**src/rtl/read_test_sequencer.sv**
```systemverilog
// rtl/read_test_sequencer.sv - sequences one pipe-out throughput run: flush, meter words, drain, time
module read_test_sequencer #(
  parameter int unsigned FLUSH_CYCLES   = 4,
  parameter int unsigned TIMEOUT_CYCLES = 100_000_000
) (
  input  logic        okClk,
  input  logic        reset,
  input  logic        start,
  input  logic        abort,
  input  logic [31:0] xfer_words,
  input  logic        fifo_almost_full,
  input  logic        gen_valid,
  input  logic        pipe_out_read,
  output logic        gen_enable,
  output logic        gen_reset,
  output logic        fifo_reset,
  output logic        busy,
  output logic        done,
  output logic        error,
  output logic [63:0] run_cycles,
  output logic [31:0] words_written,
  output logic [31:0] words_read,
  output logic [2:0]  state
);

  typedef enum logic [2:0] {
    S_IDLE  = 3'd0,
    S_FLUSH = 3'd1,
    S_RUN   = 3'd2,
    S_DRAIN = 3'd3,
    S_DONE  = 3'd4
  } state_e;

  state_e      state_q, state_d;
  logic [31:0] target_q, target_d;
  logic [31:0] issued_q, issued_d;
  logic [31:0] written_q, written_d;
  logic [31:0] read_q, read_d;
  logic [31:0] flush_q, flush_d;
  logic [31:0] prog_q, prog_d;
  logic [63:0] cycles_q, cycles_d;
  logic        gen_enable_q, gen_enable_d;
  logic        flush_rst_q, flush_rst_d;
  logic        busy_q, busy_d;
  logic        done_q, done_d;
  logic        error_q, error_d;
  logic        active;
  logic        abort_taken;

  always_comb begin
    state_d     = state_q;
    target_d    = target_q;
    issued_d    = issued_q;
    written_d   = written_q;
    read_d      = read_q;
    flush_d     = flush_q;
    prog_d      = '0;
    cycles_d    = cycles_q;
    done_d      = done_q;
    error_d     = error_q;
    active      = (state_q == S_RUN) || (state_q == S_DRAIN);
    abort_taken = abort && (state_q != S_IDLE);

    if (abort_taken) begin
      state_d = S_IDLE;
      done_d  = 1'b0;
    end else begin
      if (active) begin
        cycles_d = cycles_q + 64'd1;
        issued_d = issued_q + {31'd0, gen_enable_q};
        prog_d   = (gen_valid || pipe_out_read) ? '0 : prog_q + 32'd1;
        // Writes past the target and reads of an empty FIFO flag error but are not counted
        if (gen_valid) begin
          if (written_q == target_q) error_d = 1'b1;
          else written_d = written_q + 32'd1;
        end
        if (pipe_out_read) begin
          if (read_q == written_q) error_d = 1'b1;
          else read_d = read_q + 32'd1;
        end
      end

      case (state_q)
        S_IDLE, S_DONE: begin
          if (start) begin
            state_d   = S_FLUSH;
            target_d  = xfer_words;
            issued_d  = '0;
            written_d = '0;
            read_d    = '0;
            cycles_d  = '0;
            flush_d   = '0;
            done_d    = 1'b0;
            error_d   = 1'b0;
          end
        end
        S_FLUSH: begin
          if (flush_q == FLUSH_CYCLES - 1) begin
            if (target_q == '0) begin
              state_d = S_DONE;
              done_d  = 1'b1;
            end else begin
              state_d = S_RUN;
            end
          end else begin
            flush_d = flush_q + 32'd1;
          end
        end
        S_RUN: begin
          if (written_d == target_q) state_d = S_DRAIN;
        end
        S_DRAIN: begin
          if (read_d == target_q) begin
            state_d = S_DONE;
            done_d  = 1'b1;
          end
        end
        default: state_d = S_IDLE;
      endcase

      if (active && prog_d == TIMEOUT_CYCLES) begin
        state_d = S_DONE;
        error_d = 1'b1;
      end
    end

    // issued_d already includes the current enable cycle, so high cycles total exactly target
    gen_enable_d = (state_d == S_RUN) && (issued_d < target_d) && !fifo_almost_full;
    flush_rst_d  = (state_d == S_FLUSH) || abort_taken;
    busy_d       = (state_d == S_FLUSH) || (state_d == S_RUN) || (state_d == S_DRAIN);
  end

  always_ff @(posedge okClk) begin
    if (reset) begin
      state_q      <= S_IDLE;
      target_q     <= '0;
      issued_q     <= '0;
      written_q    <= '0;
      read_q       <= '0;
      flush_q      <= '0;
      prog_q       <= '0;
      cycles_q     <= '0;
      gen_enable_q <= 1'b0;
      flush_rst_q  <= 1'b0;
      busy_q       <= 1'b0;
      done_q       <= 1'b0;
      error_q      <= 1'b0;
    end else begin
      state_q      <= state_d;
      target_q     <= target_d;
      issued_q     <= issued_d;
      written_q    <= written_d;
      read_q       <= read_d;
      flush_q      <= flush_d;
      prog_q       <= prog_d;
      cycles_q     <= cycles_d;
      gen_enable_q <= gen_enable_d;
      flush_rst_q  <= flush_rst_d;
      busy_q       <= busy_d;
      done_q       <= done_d;
      error_q      <= error_d;
    end
  end

  assign gen_enable    = gen_enable_q;
  assign gen_reset     = flush_rst_q;
  assign fifo_reset    = flush_rst_q;
  assign busy          = busy_q;
  assign done          = done_q;
  assign error         = error_q;
  assign run_cycles    = cycles_q;
  assign words_written = written_q;
  assign words_read    = read_q;
  assign state         = state_q;

endmodule
```
**config.mk**
```make
export PLATFORM = sky130hd
export DESIGN_NAME = read_test_sequencer
export DESIGN_NICKNAME = d
export VERILOG_FILES = /design/src/rtl/read_test_sequencer.sv
export SDC_FILE = /design/constraint.sdc
export NUM_CORES = 1
export LEC_CHECK = 0
export ABC_AREA = 1
export BUFFER_PORTS_ARGS = -buffer_cell sky130_fd_sc_hd__buf_2
export CAP_MARGIN = 20
export CORE_MARGIN = 1.5
export CORE_UTILIZATION = 47
export DETAILED_ROUTE_END_ITERATION = 8
export PLACE_DENSITY = 0.66
export SLEW_MARGIN = 20
export SYNTH_ARGS = -nofsm -noshare
export SYNTH_HDL_FRONTEND = slang
export SYNTH_SLANG_ARGS = --single-unit
export TNS_END_PERCENT = 30
```
**constraint.sdc**
```tcl
create_clock -name okClk -period 4.2 [get_ports okClk]
set_clock_uncertainty 0.2 [all_clocks]
set_input_delay 0.63 -clock okClk [delete_from_list [all_inputs] [get_ports okClk]]
set_output_delay 0.63 -clock okClk [all_outputs]
set_load 0.02 [all_outputs]
```
# [Word level (Yosys, flattened, before mapping)]
# Cells that the tools add are included.
[totals] register_bits=264
[op_classes] n_lt_le_gt_ge=1 addsub=6 eq_ne=18 reduce_logical=19 mux=49 bitwise=1
[ops] op="two-way mux 32 bit" n=24
[ops] op="two-way mux 64 bit" n=3
[ops] op="adder 32 x 1 -> 32 bit (second input constant)" n=4
[ops] op="equality test 32 bit" n=4
[ops] op="adder 64 x 1 -> 64 bit (second input constant)" n=1
[ops] op="one-hot mux 32 bit (2 select lines)" n=1
[ops] op="adder 32 x 1 -> 32 bit" n=1
[ops] op="equality test 32 x 2 -> 1 bit (second input constant)" n=1
[ops] op="equality test 32 x 27 -> 1 bit (second input constant)" n=1
[ops] op="zero test 32 bit" n=1
[ops] op="< comparator 32 bit" n=1
[ops] op="two-way mux 3 bit" n=7
[ops] op="equality test 3 x 2 -> 1 bit (second input constant)" n=4
[ops] op="two-way mux 1 bit" n=12
[ops] op="one-hot mux 3 bit (4 select lines)" n=1
[ops] op="inequality test 2 bit (second input constant)" n=4
[ops] op="equality test 3 x 1 -> 1 bit (second input constant)" n=2
[ops] op="nonzero test 3 bit" n=2
[ops] op="logical OR 1 bit" n=5
[ops] op="AND reduction 5 bit" n=1
[ops] op="logical AND 1 bit" n=4
[ops] op="AND reduction 4 bit" n=1
[ops] op="OR reduction 2 bit" n=2
[ops] op="equality test 3 bit (second input constant)" n=1
[ops] op="6 further kinds" n=6

# [Depth between registers and ports, before layout]
[logic_depth] ltp_word=13 mapped_depth=25 mapped_depth_nobuf=23

# [Worst setup path before layout]
# OpenSTA, ideal clock, no wires.
[synth_timing] kind="flip-flop to flip-flop" startpoint="reg state_q[2] (netlist: state[2])" endpoint="reg gen_enable_q (netlist: gen_enable)" setup_slack_ns=0.810 path_stages_with_launch=21 required_time_ns=3.936 n_path_buf=2 arrival_ns=3.126 cell_sequence="dfxtp_1 > inv_2 > nand2_4 > buf_6 > clkbuf_1 > nor3_1 > nand3_1 > nor3_1 > o21ai_0 > a21oi_1 > ha_1 > nand2_1 > nor2_1 > a211oi_1 > o221a_2 > nand2_1 > nand3b_1 > nand2_1 > nor2_1 > nand3_1 > nor2_1"
[synth_rtl] element="start: declaration" line="34" source="state_e state_q, state_d;"
[synth_rtl] element="start signal: assignment" line="149" source="state_q <= state_d;"
[synth_rtl] element="equality test 3 x 2 -> 1 bit" line="61" source="active = (state_q == S_RUN) || (state_q == S_DRAIN);"
[synth_rtl] element="logical OR 1 bit" line="61"
[synth_rtl] element="two-way mux 32 bit" line="68" source="if (active) begin"
[synth_rtl] element="two-way mux 32 bit" line="85" source="if (start) begin"
[synth_rtl] element="two-way mux 32 bit" line="83" source="case (state_q)"
[synth_rtl] element="two-way mux 32 bit *" line="64" source="if (abort_taken) begin"
[synth_rtl] element="named net issued_d[10]" line="36" source="logic [31:0] issued_q, issued_d;"
[synth_rtl] element="< comparator 32 bit *" line="128" source="gen_enable_d = (state_d == S_RUN) && (issued_d < target_d) && !fifo_almost_full;"
[synth_rtl] element="logical AND 1 bit * (2 in series)" line="128"
[synth_rtl] element="end signal: assignment" line="157" source="gen_enable_q <= gen_enable_d;"
[synth_rtl] element="end: declaration" line="42" source="logic gen_enable_q, gen_enable_d;"
# Mark *: on every way through the listed nets, which the timed path passes. The rest lies on a longest branch. The select of a mux whose other input is x is not followed.
# A chain may end at the register's enable or synchronous reset.

# [Worst setup path after layout]
[layout_timing] startpoint="reg gen_enable_q (netlist: gen_enable)" endpoint="reg gen_enable_q (netlist: gen_enable)"
[layout_between] elab_chain_len=8
[layout_rtl] element="adder 32 x 1 -> 32 bit *" line="70" source="issued_d = issued_q + {31'd0, gen_enable_q};"
[layout_rtl] element="two-way mux 32 bit *" line="68"
[layout_rtl] element="two-way mux 32 bit" line="85"
[layout_rtl] element="two-way mux 32 bit *" line="83"
[layout_rtl] element="two-way mux 32 bit *" line="64"
[layout_rtl] element="named net issued_d[19]" line="36"
[layout_rtl] element="< comparator 32 bit *" line="128"
[layout_rtl] element="logical AND 1 bit * (2 in series)" line="128"
# Mark *: on every way through the listed nets, which the timed path passes. The rest lies on a longest branch.

==> run metrics <==
crit share post-route=0.884; #FFs+latches synth=~260; post-route ant nets=0; Crit path required time=4.49 ns; setup TNS=0 ns; leak pwr=8.12 nW; yosys warns=0; first-pass GRT wire length=about 95000 microns; Setup Buffers After CTS=0; clk_lat worst skew=approximately 0.56 ns; Detailed Route Iter0 Violations=~1500; number of global-route vias before repair=between 15000 and 20000; final core occ=0.546; Pwr Total=between 6 and 7 mW; TritonCTS clock tree=yes; Clk pin slew, worst setup/hold paths=roughly 0.060 ns; clk root buf=clkbuf_16; WL final=between 60000 and 70000 microns; hold buffers post-CTS=0; Max VDD drop=284 uV; IO buf count=175; Max Freq=between 200 and 300 MHz; Die W=between 150 and 200 microns; Max transition margin=0.489; initial antenna violation count=0; crit path kind=reg2reg; Crit Path Max Fanout=3; Post-CTS Resized=0; synth-to-layout area growth=14.2%; TritonCTS Buffers=34; Critical Path End Type=flip-flop; RSZ-0062 raised after global routing=no; commonest non-fill, non-tap cell in the layout=nand2_1; Final GP Congestion=slightly below 1; Unique masters post-synth=58; CTS Sinks=about 260; DRT Pass-1 Iters=8; H-tree depth=2; via count=between 15000 and 20000; total track usage=0.312; Detailed Place HPWL=approximately 47000 microns; synthesized area=about 17000 sq um; final hold violation count=0; core area=between 30000 and 40000 sq um; Core Rows=70; Avg Inst Size Synth=6.13 sq um; Ports=176; WL/cell=between 15 and 20 microns; Post-Syn Nets=just under 3000; GRT overflow=0; Max-Cap Viols=0; initial core utilization=0.478; Mapped Cells=between 2000 and 3000; PwrDens=between 300 and 400 nW/um^2; Hold Path Class=in2reg; NumNets Final=between 3000 and 4000; die height=196 microns; status=complete, no violations; # diodes=0; largest net degree at the start of global routing=70; Critical Path AT=4.00 ns; Slew Viols, Final=0; Slew @ Worst Pin=0.766 ns; DRC viols=0; CTS Buffer Depth=3; Die ar.=approximately 38000 sq um; CP startpoint kind=flip-flop; filler cell count=between 3000 and 4000; final setup violation count=0; via/cell ratio=5.56; most frequent cells in the layout=746 x nand2_1, 390 x nor2_1, 316 x inv_1, 264 x dfxtp_1, 240 x nand3_1; ratio of cells with drive above 1 in the final layout=0.111; Tmin final=around 3.7 ns; post-synthesis sequential area ratio=0.302
==> stage by stage <==
stage / hold slack (ns) / cell area, sq um / setup slack (ns) / cells
floorplan: 0.255 / 17500 / 0.810 / 2857
global placement: 0.250 / 18900 / 0.466 / 3442
detailed placement: 0.258 / 18900 / 0.474 / 3442
CTS: 0.161 / 20000 / 0.458 / 3503
global route: 0.192 / 20000 / 0.171 / 3503
finish: 0.189 / 20000 / 0.486 / 3503
==> final timing paths <==
| check | cells after the start | slack [ns] | to | startpoint |
|---|---|---|---|---|
| worst max-delay path | 21 | 0.49 | gen_enable | gen_enable |
| worst min-delay path | 3 | 0.19 | target_q[22] | xfer_words[22] |
| worst max register to register | 21 | 0.49 | gen_enable | gen_enable |
| worst min register to register | 2 | 0.26 | run_cycles[63] | run_cycles[63] |
==> routing by layer <==
metal / routed length (microns) / vias up / GRT usage
li1: - / 9706 / -
met2: 26200 / 845 / 0.492
met5: 0 / - / 0
met1: 26600 / 8800 / 0.425
met4: 2620 / 0 / 0.140
met3: 4920 / 139 / 0.0407
==> critical path, stage by stage, from the launching register on <==
cell and delay, ns:
dfxtp_1 0.34, ha_1 0.18, inv_1 0.06, nor4_1 0.28
inv_1 0.10, nor4_1 0.48, nand2_1 0.10, nor2_1 0.11
inv_1 0.05, nor3_1 0.19, xor2_1 0.28, nor2_1 0.09
ha_1 0.29, a21oi_1 0.11, o21ai_0 0.09, nand2_1 0.07
o211ai_1 0.10, nand2_1 0.10, nand2_1 0.06, nor2_1 0.17
nand3_1 0.10, nor2_1 0.10
==> synthesized netlist by cell type, drive strengths merged <==
cell type / count / area (sq um)
o221ai: 2 / 17.5
o21bai: 9 / 78.8
and2: 1 / 6.26
a2bb2oi: 2 / 17.5
o211ai: 3 / 22.5
or2: 9 / 56.3
o211a: 1 / 10.0
xor2: 17 / 149
buf: 50 / 273
nand4: 86 / 538
inv: 332 / 1250
o31ai: 1 / 7.51
clkinv: 4 / 15.0
nor2: 407 / 1600
o221a: 1 / 11.3
ha: 38 / 475
a21boi: 2 / 15.0
a21o: 4 / 30.0
nand3: 243 / 1230
dfxtp: 264 / 5290
a22oi: 3 / 22.5
a21oi: 156 / 781
a31oi: 7 / 43.8
nand3b: 10 / 75.1
a41oi: 1 / 8.76
nor4: 56 / 384
o21ai: 113 / 573
a31o: 1 / 8.76
o21a: 18 / 135
clkbuf: 48 / 181
or4: 1 / 7.51
nor3: 148 / 786
a211oi: 8 / 60.1
and3: 5 / 31.3
xnor2: 48 / 420
nor3b: 5 / 42.5
nand2: 752 / 2840
a2111oi: 1 / 8.76
==> area by class of cell <==
cell class                      count  area (sq um)  area share
Multi-Input combinational cell   2159         10500       0.527
Timing Repair Buffer              215          1200      0.0602
Sequential cell                   264          5290       0.264
Inverter                          336          1260      0.0632
Clock inverter                     12           158     0.00789
Clock buffer                       49           967      0.0484
Tap cell                          468           586      0.0293
==> cells by family after synthesis <==
| kind of cell | share of synthesized area |
|---|---|
| xor+xnor | 0.0325 |
| buf+inv | 0.0982 |
| compound gates | 0.106 |
| simple gates | 0.434 |
| flops | 0.302 |
| fa+ha+maj | 0.0272 |
==> report_power, final <==
| group | internal, mW | total, mW | switching, mW |
|---|---|---|---|
| Sequential | 2.54 | 2.60 | 0.0623 |
| Combinational | 0.193 | 0.634 | 0.441 |
| Clock | 1.75 | 2.95 | 1.20 |
==> registers in the layout, summed over array words and instances, names as in the netlist <==
name	count
busy	1
done	1
error	1
fifo_reset	1
flush_q	32
gen_enable	1
issued_q	32
prog_q	32
run_cycles	64
state	3
target_q	32
words_read	32
words_written	32
No activity file was read; power rests on OpenSTA's default activity.
